**config.mk**
```make
export PLATFORM = sky130hd
export DESIGN_NAME = rs422_test_sequencer
export DESIGN_NICKNAME = d
export VERILOG_FILES = /design/src/rtl/rs422_test_pkg.sv /design/src/rtl/rs422_seq_poll_timer.sv /design/src/rtl/rs422_test_sequencer.sv
export SDC_FILE = /design/constraint.sdc
export NUM_CORES = 1
export LEC_CHECK = 0
export ABC_AREA = 1
export CORE_MARGIN = 5
export CORE_UTILIZATION = 55
export CTS_BUF_LIST = sky130_fd_sc_hd__clkbuf_4
export CTS_CLUSTER_SIZE = 20
export DETAILED_ROUTE_END_ITERATION = 6
export HOLD_SLACK_MARGIN = 0.06
export PLACE_DENSITY = 0.84
export SETUP_SLACK_MARGIN = 0.5
export SLEW_MARGIN = 25
export SYNTH_ARGS = -nofsm -noshare
export SYNTH_HDL_FRONTEND = slang
export SYNTH_SLANG_ARGS = --single-unit
```
**constraint.sdc**
```tcl
create_clock -name OPB_CLK -period 3.5 [get_ports OPB_CLK]
set_clock_uncertainty 0.05 [all_clocks]
set_input_delay 0.35 -clock OPB_CLK [delete_from_list [all_inputs] [get_ports OPB_CLK]]
set_output_delay 0.35 -clock OPB_CLK [all_outputs]
set_load 0.01 [all_outputs]
```
**src/rtl/rs422_test_pkg.sv**
```systemverilog
// Shared constants and state encoding for the RS422 loopback test sequencer.
package rs422_test_pkg;

    // RX channels checked per pattern
    localparam int unsigned NUM_RX = 9;

    // Slave register map (only bits [7:0] of the address are significant)
    localparam logic [7:0] REG_PATTERN   = 8'h00;
    localparam logic [7:0] REG_LEN       = 8'h01;
    localparam logic [7:0] REG_TX_CTRL   = 8'h02;
    localparam logic [7:0] REG_RX_STATUS = 8'h03;
    localparam logic [7:0] REG_ERR_BASE  = 8'h0D;

    // TX_CTRL bit positions and the one-hot words written to it
    localparam int unsigned TX_START_BIT = 0;
    localparam int unsigned TX_STOP_BIT  = 1;
    localparam int unsigned TX_CLEAR_BIT = 2;
    localparam logic [31:0] TX_CTRL_START = 32'h1 << TX_START_BIT;
    localparam logic [31:0] TX_CTRL_STOP  = 32'h1 << TX_STOP_BIT;
    localparam logic [31:0] TX_CTRL_CLEAR = 32'h1 << TX_CLEAR_BIT;

    typedef enum logic [3:0] {
        S_IDLE       = 4'd0,
        S_WR_PAT     = 4'd1,
        S_WR_LEN     = 4'd2,
        S_CLR        = 4'd3,
        S_GO         = 4'd4,
        S_WAIT       = 4'd5,
        S_RD_STAT    = 4'd6,
        S_CAP_STAT   = 4'd7,
        S_STOP       = 4'd8,
        S_RD_ERR     = 4'd9,
        S_CAP_ERR    = 4'd10,
        S_NEXT       = 4'd11,
        S_DONE       = 4'd12,
        S_ABORT_STOP = 4'd13,
        S_ABORT_CLR  = 4'd14
    } seq_state_t;

endpackage

```
**src/rtl/rs422_seq_poll_timer.sv**
```systemverilog
// Poll pacing: interval countdown while waiting, plus per-pattern status-read counter.
module rs422_seq_poll_timer #(
    parameter int unsigned POLL_INTERVAL = 1024,
    parameter int unsigned TIMEOUT_POLLS = 4096
) (
    input  logic OPB_CLK,
    input  logic OPB_RST,
    input  logic wait_active,
    input  logic poll_inc,
    input  logic poll_clr,
    output logic interval_done_c,
    output logic poll_last_c
);

    localparam int unsigned IW = (POLL_INTERVAL > 1) ? $clog2(POLL_INTERVAL) : 1;
    localparam int unsigned PW = $clog2(TIMEOUT_POLLS + 1);

    logic [IW-1:0] interval_cnt;
    logic [PW-1:0] poll_cnt;

    // Reload outside WAIT so every WAIT visit lasts exactly POLL_INTERVAL cycles
    always_ff @(posedge OPB_CLK or posedge OPB_RST) begin
        if (OPB_RST) begin
            interval_cnt <= '0;
        end else if (!wait_active) begin
            interval_cnt <= IW'(POLL_INTERVAL - 1);
        end else if (interval_cnt != '0) begin
            interval_cnt <= interval_cnt - IW'(1);
        end
    end

    // Status reads issued for the current pattern
    always_ff @(posedge OPB_CLK or posedge OPB_RST) begin
        if (OPB_RST) begin
            poll_cnt <= '0;
        end else if (poll_clr) begin
            poll_cnt <= '0;
        end else if (poll_inc) begin
            poll_cnt <= poll_cnt + PW'(1);
        end
    end

    assign interval_done_c = (interval_cnt == '0);
    // The read being evaluated now is the last one allowed
    assign poll_last_c     = (poll_cnt == PW'(TIMEOUT_POLLS - 1));

endmodule

```
**src/rtl/rs422_test_sequencer.sv**
```systemverilog
// Autonomous multi-pattern RS422 loopback test run acting as a second register master.
module rs422_test_sequencer
    import rs422_test_pkg::*;
#(
    parameter int unsigned NUM_PATTERNS      = 4,
    parameter logic [31:0] PATTERN_LIST      = 32'hFF00AA55,
    parameter int unsigned BYTES_PER_PATTERN = 256,
    parameter int unsigned POLL_INTERVAL     = 1024,
    parameter int unsigned TIMEOUT_POLLS     = 4096
) (
    input  logic              OPB_CLK,
    input  logic              OPB_RST,
    input  logic              SEQ_START,
    input  logic              SEQ_ABORT,
    output logic              SEQ_BUSY,
    output logic              SEQ_DONE,
    output logic              SEQ_PASS,
    output logic              SEQ_TIMEOUT,
    output logic [NUM_RX-1:0] CHAN_FAIL,
    output logic [31:0]       ERR_TOTAL,
    output logic [1:0]        CUR_PATTERN,
    output logic [31:0]       M_ADDR,
    output logic [31:0]       M_DI,
    output logic              M_WE,
    output logic              M_RE,
    input  logic [31:0]       M_DO
);

    seq_state_t  state;
    logic [3:0]  err_idx;
    logic        aborted;
    logic        interval_done_c;
    logic        poll_last_c;
    logic        wait_active_c;
    logic        poll_inc_c;
    logic        poll_clr_c;
    logic        stat_ok_c;
    logic        abort_req_c;
    logic [32:0] err_sum_c;

    function automatic logic [7:0] pat_byte(input logic [1:0] k);
        return 8'(PATTERN_LIST >> {k, 3'b000});
    endfunction

    assign stat_ok_c     = M_DO[0] & (&M_DO[9:1]);
    assign abort_req_c   = SEQ_ABORT && (state != S_IDLE) && (state != S_DONE) &&
                           (state != S_ABORT_STOP) && (state != S_ABORT_CLR);
    assign err_sum_c     = {1'b0, ERR_TOTAL} + {1'b0, M_DO};
    assign wait_active_c = (state == S_WAIT);
    assign poll_inc_c    = (state == S_CAP_STAT) && !SEQ_ABORT && !stat_ok_c;
    assign poll_clr_c    = (state == S_IDLE) || (state == S_NEXT);

    rs422_seq_poll_timer #(
        .POLL_INTERVAL (POLL_INTERVAL),
        .TIMEOUT_POLLS (TIMEOUT_POLLS)
    ) u_poll_timer (
        .OPB_CLK         (OPB_CLK),
        .OPB_RST         (OPB_RST),
        .wait_active     (wait_active_c),
        .poll_inc        (poll_inc_c),
        .poll_clr        (poll_clr_c),
        .interval_done_c (interval_done_c),
        .poll_last_c     (poll_last_c)
    );

    // Sequencer FSM; bus strobes are registered so they coincide with their state
    always_ff @(posedge OPB_CLK or posedge OPB_RST) begin
        if (OPB_RST) begin
            state       <= S_IDLE;
            err_idx     <= '0;
            aborted     <= 1'b0;
            SEQ_BUSY    <= 1'b0;
            SEQ_DONE    <= 1'b0;
            SEQ_PASS    <= 1'b0;
            SEQ_TIMEOUT <= 1'b0;
            CHAN_FAIL   <= '0;
            ERR_TOTAL   <= '0;
            CUR_PATTERN <= '0;
            M_ADDR      <= '0;
            M_DI        <= '0;
            M_WE        <= 1'b0;
            M_RE        <= 1'b0;
        end else begin
            M_WE     <= 1'b0;
            M_RE     <= 1'b0;
            M_ADDR   <= '0;
            M_DI     <= '0;
            SEQ_DONE <= 1'b0;
            if (abort_req_c) begin
                // Any pending capture is dropped by leaving the CAP state here
                state   <= S_ABORT_STOP;
                aborted <= 1'b1;
                M_WE    <= 1'b1;
                M_ADDR  <= 32'(REG_TX_CTRL);
                M_DI    <= TX_CTRL_STOP;
            end else begin
                case (state)
                    S_IDLE: begin
                        if (SEQ_START && !SEQ_ABORT) begin
                            state       <= S_WR_PAT;
                            SEQ_BUSY    <= 1'b1;
                            SEQ_PASS    <= 1'b0;
                            SEQ_TIMEOUT <= 1'b0;
                            CHAN_FAIL   <= '0;
                            ERR_TOTAL   <= '0;
                            CUR_PATTERN <= '0;
                            aborted     <= 1'b0;
                            M_WE        <= 1'b1;
                            M_ADDR      <= 32'(REG_PATTERN);
                            M_DI        <= 32'(pat_byte(2'd0));
                        end
                    end
                    S_WR_PAT: begin
                        state  <= S_WR_LEN;
                        M_WE   <= 1'b1;
                        M_ADDR <= 32'(REG_LEN);
                        M_DI   <= 32'(BYTES_PER_PATTERN);
                    end
                    S_WR_LEN: begin
                        state  <= S_CLR;
                        M_WE   <= 1'b1;
                        M_ADDR <= 32'(REG_TX_CTRL);
                        M_DI   <= TX_CTRL_CLEAR;
                    end
                    S_CLR: begin
                        state  <= S_GO;
                        M_WE   <= 1'b1;
                        M_ADDR <= 32'(REG_TX_CTRL);
                        M_DI   <= TX_CTRL_START;
                    end
                    S_GO: state <= S_WAIT;
                    S_WAIT: begin
                        if (interval_done_c) begin
                            state  <= S_RD_STAT;
                            M_RE   <= 1'b1;
                            M_ADDR <= 32'(REG_RX_STATUS);
                        end
                    end
                    S_RD_STAT: state <= S_CAP_STAT;
                    S_CAP_STAT: begin
                        if (stat_ok_c) begin
                            state   <= S_RD_ERR;
                            err_idx <= '0;
                            M_RE    <= 1'b1;
                            M_ADDR  <= 32'(REG_ERR_BASE);
                        end else if (poll_last_c) begin
                            state       <= S_STOP;
                            SEQ_TIMEOUT <= 1'b1;
                            CHAN_FAIL   <= CHAN_FAIL | ~M_DO[9:1];
                            M_WE        <= 1'b1;
                            M_ADDR      <= 32'(REG_TX_CTRL);
                            M_DI        <= TX_CTRL_STOP;
                        end else begin
                            state <= S_WAIT;
                        end
                    end
                    S_STOP: begin
                        state   <= S_RD_ERR;
                        err_idx <= '0;
                        M_RE    <= 1'b1;
                        M_ADDR  <= 32'(REG_ERR_BASE);
                    end
                    S_RD_ERR: state <= S_CAP_ERR;
                    S_CAP_ERR: begin
                        if (M_DO != '0) begin
                            CHAN_FAIL[err_idx] <= 1'b1;
                        end
                        ERR_TOTAL <= err_sum_c[32] ? 32'hFFFF_FFFF : err_sum_c[31:0];
                        if (err_idx == 4'(NUM_RX - 1)) begin
                            state <= S_NEXT;
                        end else begin
                            state   <= S_RD_ERR;
                            err_idx <= err_idx + 4'd1;
                            M_RE    <= 1'b1;
                            M_ADDR  <= 32'(REG_ERR_BASE + 8'(err_idx) + 8'd1);
                        end
                    end
                    S_NEXT: begin
                        if (CUR_PATTERN == 2'(NUM_PATTERNS - 1)) begin
                            state <= S_DONE;
                        end else begin
                            state       <= S_WR_PAT;
                            CUR_PATTERN <= CUR_PATTERN + 2'd1;
                            M_WE        <= 1'b1;
                            M_ADDR      <= 32'(REG_PATTERN);
                            M_DI        <= 32'(pat_byte(CUR_PATTERN + 2'd1));
                        end
                    end
                    S_DONE: begin
                        state    <= S_IDLE;
                        SEQ_DONE <= 1'b1;
                        SEQ_BUSY <= 1'b0;
                        SEQ_PASS <= (CHAN_FAIL == '0) && !SEQ_TIMEOUT && !aborted;
                    end
                    S_ABORT_STOP: begin
                        state  <= S_ABORT_CLR;
                        M_WE   <= 1'b1;
                        M_ADDR <= 32'(REG_TX_CTRL);
                        M_DI   <= TX_CTRL_CLEAR;
                    end
                    S_ABORT_CLR: state <= S_DONE;
                    default: state <= S_IDLE;
                endcase
            end
        end
    end

endmodule

```
* After elaboration in Yosys (flattened, before gate mapping)
Index checks and enable logic that the tools add are counted.
Cells by class: add/sub/neg operators 7, order comparisons 2, equality and inequality tests 30, shifts and indexed selects 1, mux-type cells 61, bitwise logic cells 5, reductions and logical operators 42
Operator list (number):
- $mux 32 | 2
- $pmux 32 s2 | 1
- $pmux 4 s14 | 1
- $pmux 9 s6 | 1
- $mux 9 | 5
- $mux 4 | 9
- $pmux 6 s6 | 1
- $add 32x32->33 | 1
- $eq 4x4->1 const B | 8
- $reduce_bool 32->1 | 1
- $shr 32x5->8 const A | 1
- $pmux 9 s3 | 1
- $mux 13 | 2
- $mux 10 | 2
- $mux 1 | 18
- $or 9x9->9 | 2
- $eq 4x3->1 const B | 4
- $ne 2x2->1 const B | 7
- $reduce_bool 2->1 | 7
- $add 13x1->13 const B | 1
- $eq 13x12->1 const B | 1
- $mux 2 | 6
- $mux 6 | 2
- $ne 4x4->1 const B | 3
- 41 further kinds | 61
Storage, ports and cells: register bits 145, word-level logic and storage cells 164

* Longest topological paths before layout
word-level depth 7, mapped depth 15

* Modules after synthesis
From an unflattened synthesis, not the netlist that was laid out.
Unflattened totals: cells, all modules 1218, area total of the unflattened synthesis 7776.2 um^2
Modules (own cells, without submodules):
- rs422_test_sequencer | instances 1, cells an instance 1048, area an instance 6472.5 um^2
- rs422_seq_poll_timer | instances 1, cells an instance 170, area an instance 1303.8 um^2

* Worst setup path after synthesis
No wires, ideal clock.
path kind register to register, from reg ERR_TOTAL[0], to reg ERR_TOTAL[4], setup time 0.123 ns, data arrival time 2.112 ns, data required time 3.327 ns, path slack 1.215 ns, cell stages (with the launch flop) 14, period minus slack after synthesis 2.285 ns, cells stage by stage dfrtp_1 > ha_1 > fa_1 > nand3_1 > nand3_2 > nand2_1 > nand2_1 > nand2_1 > nand2_1 > a21oi_2 > inv_1 > clkbuf_2 > o21ai_0 > nand2_1
On the way: cells in the longest elaborated chain, start to end 3
RTL lines:
- from (decl) | line rs422_test_sequencer.sv:20 | output logic [31:0] ERR_TOTAL,
- from (signal assigned) | line rs422_test_sequencer.sv:168 | ERR_TOTAL <= err_sum_c[32] ? 32'hFFFF_FFFF : err_sum_c[31:0];
- $add 32x32->33 | line rs422_test_sequencer.sv:48 | assign err_sum_c = {1'b0, ERR_TOTAL} + {1'b0, M_DO};
- $mux 32 | line rs422_test_sequencer.sv:168
- $pmux 32 s2 | line rs422_test_sequencer.sv:97 | case (state)
Every way passes these cells. A chain may end at the register's enable or synchronous reset.

* Final worst setup path
from reg ERR_TOTAL[0], to reg ERR_TOTAL[6]
Same word-level chain as after synthesis.

==> key figures <==
STA
  • Slew margin rel.: 0.461
  • Hold Vio Cnt, Final: 0
  • Achievable Freq: around 370 MHz
  • Worst-Margin Slew: 807 ps
  • Final Critical Period: around 2700 ps
  • Slew Viols, Final: 0
  • Tcrit/Tclk final: 0.782
  • Unrepaired setup endpoints after global routing: false
  • Post-route setup TNS: 0 ps
  • Final setup violating endpoints: 0

Layout
  • Area growth, synth to finish: 14.4%
  • Finished Core Util: 0.639
  • Share of cells above drive strength 1: 0.0483
  • Final cell count without fillers: approximately 1500
  • # nets final: ~1400

Setup path
  • FF-to-FF path depth: 13
  • Crit path cell chain: ha_1, fa_1, nand3_1, nand3_2, nand2_1, nand2_1, nand2_1, nand2_1, a21oi_2, buf_4, inv_1, o21ai_0, nand2_1
  • Crit path capture type: register
  • Critical Path Fanout Max: 13
  • Most used cell, CP: nand2_1
  • Data required time of the worst path: 3850 ps
  • CP startpoint kind: register
  • Critical path depth: 13
  • Max incr delay on CP: around 460 ps
  • CP Data Arrival Time: a little over 3000 ps
  • Kind of critical path: reg -> reg
  • Slowest-stage cell, CP: fa_1
  • CP top delay family: adder cells
  • WP buf/inv: 2

CTS
  • CTS tree: yes
  • CTS buffer count: 9
  • Clk root buf: clkbuf_4
  • Worst-skew pair later-pin latency: 510 ps
  • Sink Count: around 90
  • Hold buffers post-CTS: 0
  • Post-CTS setup buffers: 0
  • Level count of the clock H-tree: 3
  • Clk slew on worst S/H paths: 170 ps
  • Resized Gates After CTS: 0
  • Clock buffer depth: 2

Detailed routing
  • Routed len/inst: 13.7 um
  • Routed Antenna Nets: 0
  • Via count: between 7000 and 8000
  • Drt total wl: 20100 um
  • DRT iter0 DRCs: slightly above 600
  • First-pass DRT Iterations: 5
  • Vias/cell: 5.13
  • DRC: 0

Global routing
  • Global route overflow: 0
  • Antenna violations before repair: 1
  • Total track usage: 0.244
  • Vias in the first global route: 6912
  • Global-route wire length before repair: 32900 um
  • Largest net degree at the start of global routing: 46

Placement
  • Routability Congestion: 0.986
  • Port Buffers: 98
  • Placed cell count: between 1000 and 1500
  • Post-DP HPWL: around 16000 um

Floorplan
  • Die height: 129 um
  • Die Area: 0.0165 mm2
  • I/O pin count: 149
  • CORE AREA: 0.0138 mm2
  • Die width: around 130 um
  • Initial Util: 0.559
  • FP Rows: 43

Synthesis
  • YS warnings: 0
  • Primary FF master, synth: dfrtp_1
  • Yosys reg bits: 92
  • Synth area leader: dfrtp_1
  • Mapped Area: between 0.007 and 0.008 mm2
  • Synth async-reset ratio: 1.00
  • Count leader, synth: nand2_1
  • Area share of the largest cell type after synthesis: 0.298
  • Netlist cell types: 49
  • Syn avg cell area: 6.55 um2
  • Post-synthesis instance total: 1180
  • Top cells by area, synth: dfrtp_1 30%, nand2_1 20%, inv_1 8.6%, ha_1 7.0%, buf_4 5.2%
  • Top post-synthesis cells by count: 410 x nand2_1, 177 x inv_1, 96 x nor2_1
  • EDFF count, synth: 0
  • Seq/Total Area, Yosys: 0.298

Pwr
  • Max VDD drop: 0.388 mV
  • Pwr dens: around 670 mW/mm2
  • Leakage power: 0.00486 uW

Status
  • Status: completed

Job
  • Max-cap violations: 0

Min path
  • Worst Hold Class: in -> async
per-layer routing:
metal,up-vias,track usage,part of all wire
met4,0,0.0889,0.024
met1,3408,0.347,0.46
met2,274,0.383,0.44
li1,3796,-,-
met5,-,0,0
met3,34,0.0320,0.070
final timing paths:
check	from	end	slack, ps
worst max-delay path	ERR_TOTAL[0]	ERR_TOTAL[6]	760
worst max register to register	ERR_TOTAL[0]	ERR_TOTAL[6]	760
min in group OPB_CLK	SEQ_BUSY	SEQ_BUSY	440
worst min-delay path	OPB_RST	state[3]	250
worst min register to register	SEQ_BUSY	SEQ_BUSY	440
max in group asynchronous	OPB_RST	u_poll_timer.poll_cnt[6]	2370
flip-flops by register name (all words and copies together) (netlist names), 2 cells and up:
signal / count
CUR_PATTERN: 2
state: 4
u_poll_timer.interval_cnt: 10
M_DI: 6
M_ADDR: 5
CHAN_FAIL: 9
u_poll_timer.poll_cnt: 13
err_idx: 4
ERR_TOTAL: 32
cell usage in the layout, fill, tap and decap left out, types with 18 or more instances in the layout:
cell type        Yosys  routed
a21oi_1             35      35
clkdlybuf4s50_1      0      98
conb_1               1      50
dfrtp_1             92      92
ha_1                43      43
inv_1              177     176
nand2_1            410     410
nand3_1             73      73
nor2_1              96      96
o21ai_0             34      34
xor2_1              18      18
power by group:
part           switching (uW)  internal, uW  leakage (uW)
combinational            2150          1390       0.00359
sequential                285          1360       0.00117
clock                     417           294     0.0000903
kinds of logic (layout without fill, tap and decap cells):
logic type                 Yosys count  after routing  synth area share
buffers and inverters              254            308             0.156
AOI/OAI and AO/OA                  102            102            0.0756
xor gates and xnor gates            27             27            0.0306
other                                1             52          0.000485
DFF                                 92             92             0.298
and+or+nand+nor                    660            660             0.367
adders and majority gates           44             44            0.0722
final cells by class:
cell class,count,area [um2]
Fill cell,1299,4990
Antenna cell,2,5.00
Multi-Input combinational cell,883,4400
Clock buffer,9,67.6
Clock inverter,7,103
Timing Repair Buffer,103,1020
Tap cell,180,225
Inverter,189,713
Sequential cell,92,2300
stage by stage:
stage / worst slack, ps / total power, uW / hold WS [ps] / area, um2
after floorplan: 708 / 4010 / 401 / 7910
after global placement: 511 / 5120 / 408 / 8660
after detailed placement: 372 / 5170 / 418 / 8660
after CTS: 784 / 5880 / 279 / 8830
after global routing: 528 / 6400 / 348 / 8840
final: 762 / 5900 / 254 / 8840
Note: power is estimated with default switching activity, not from simulation.
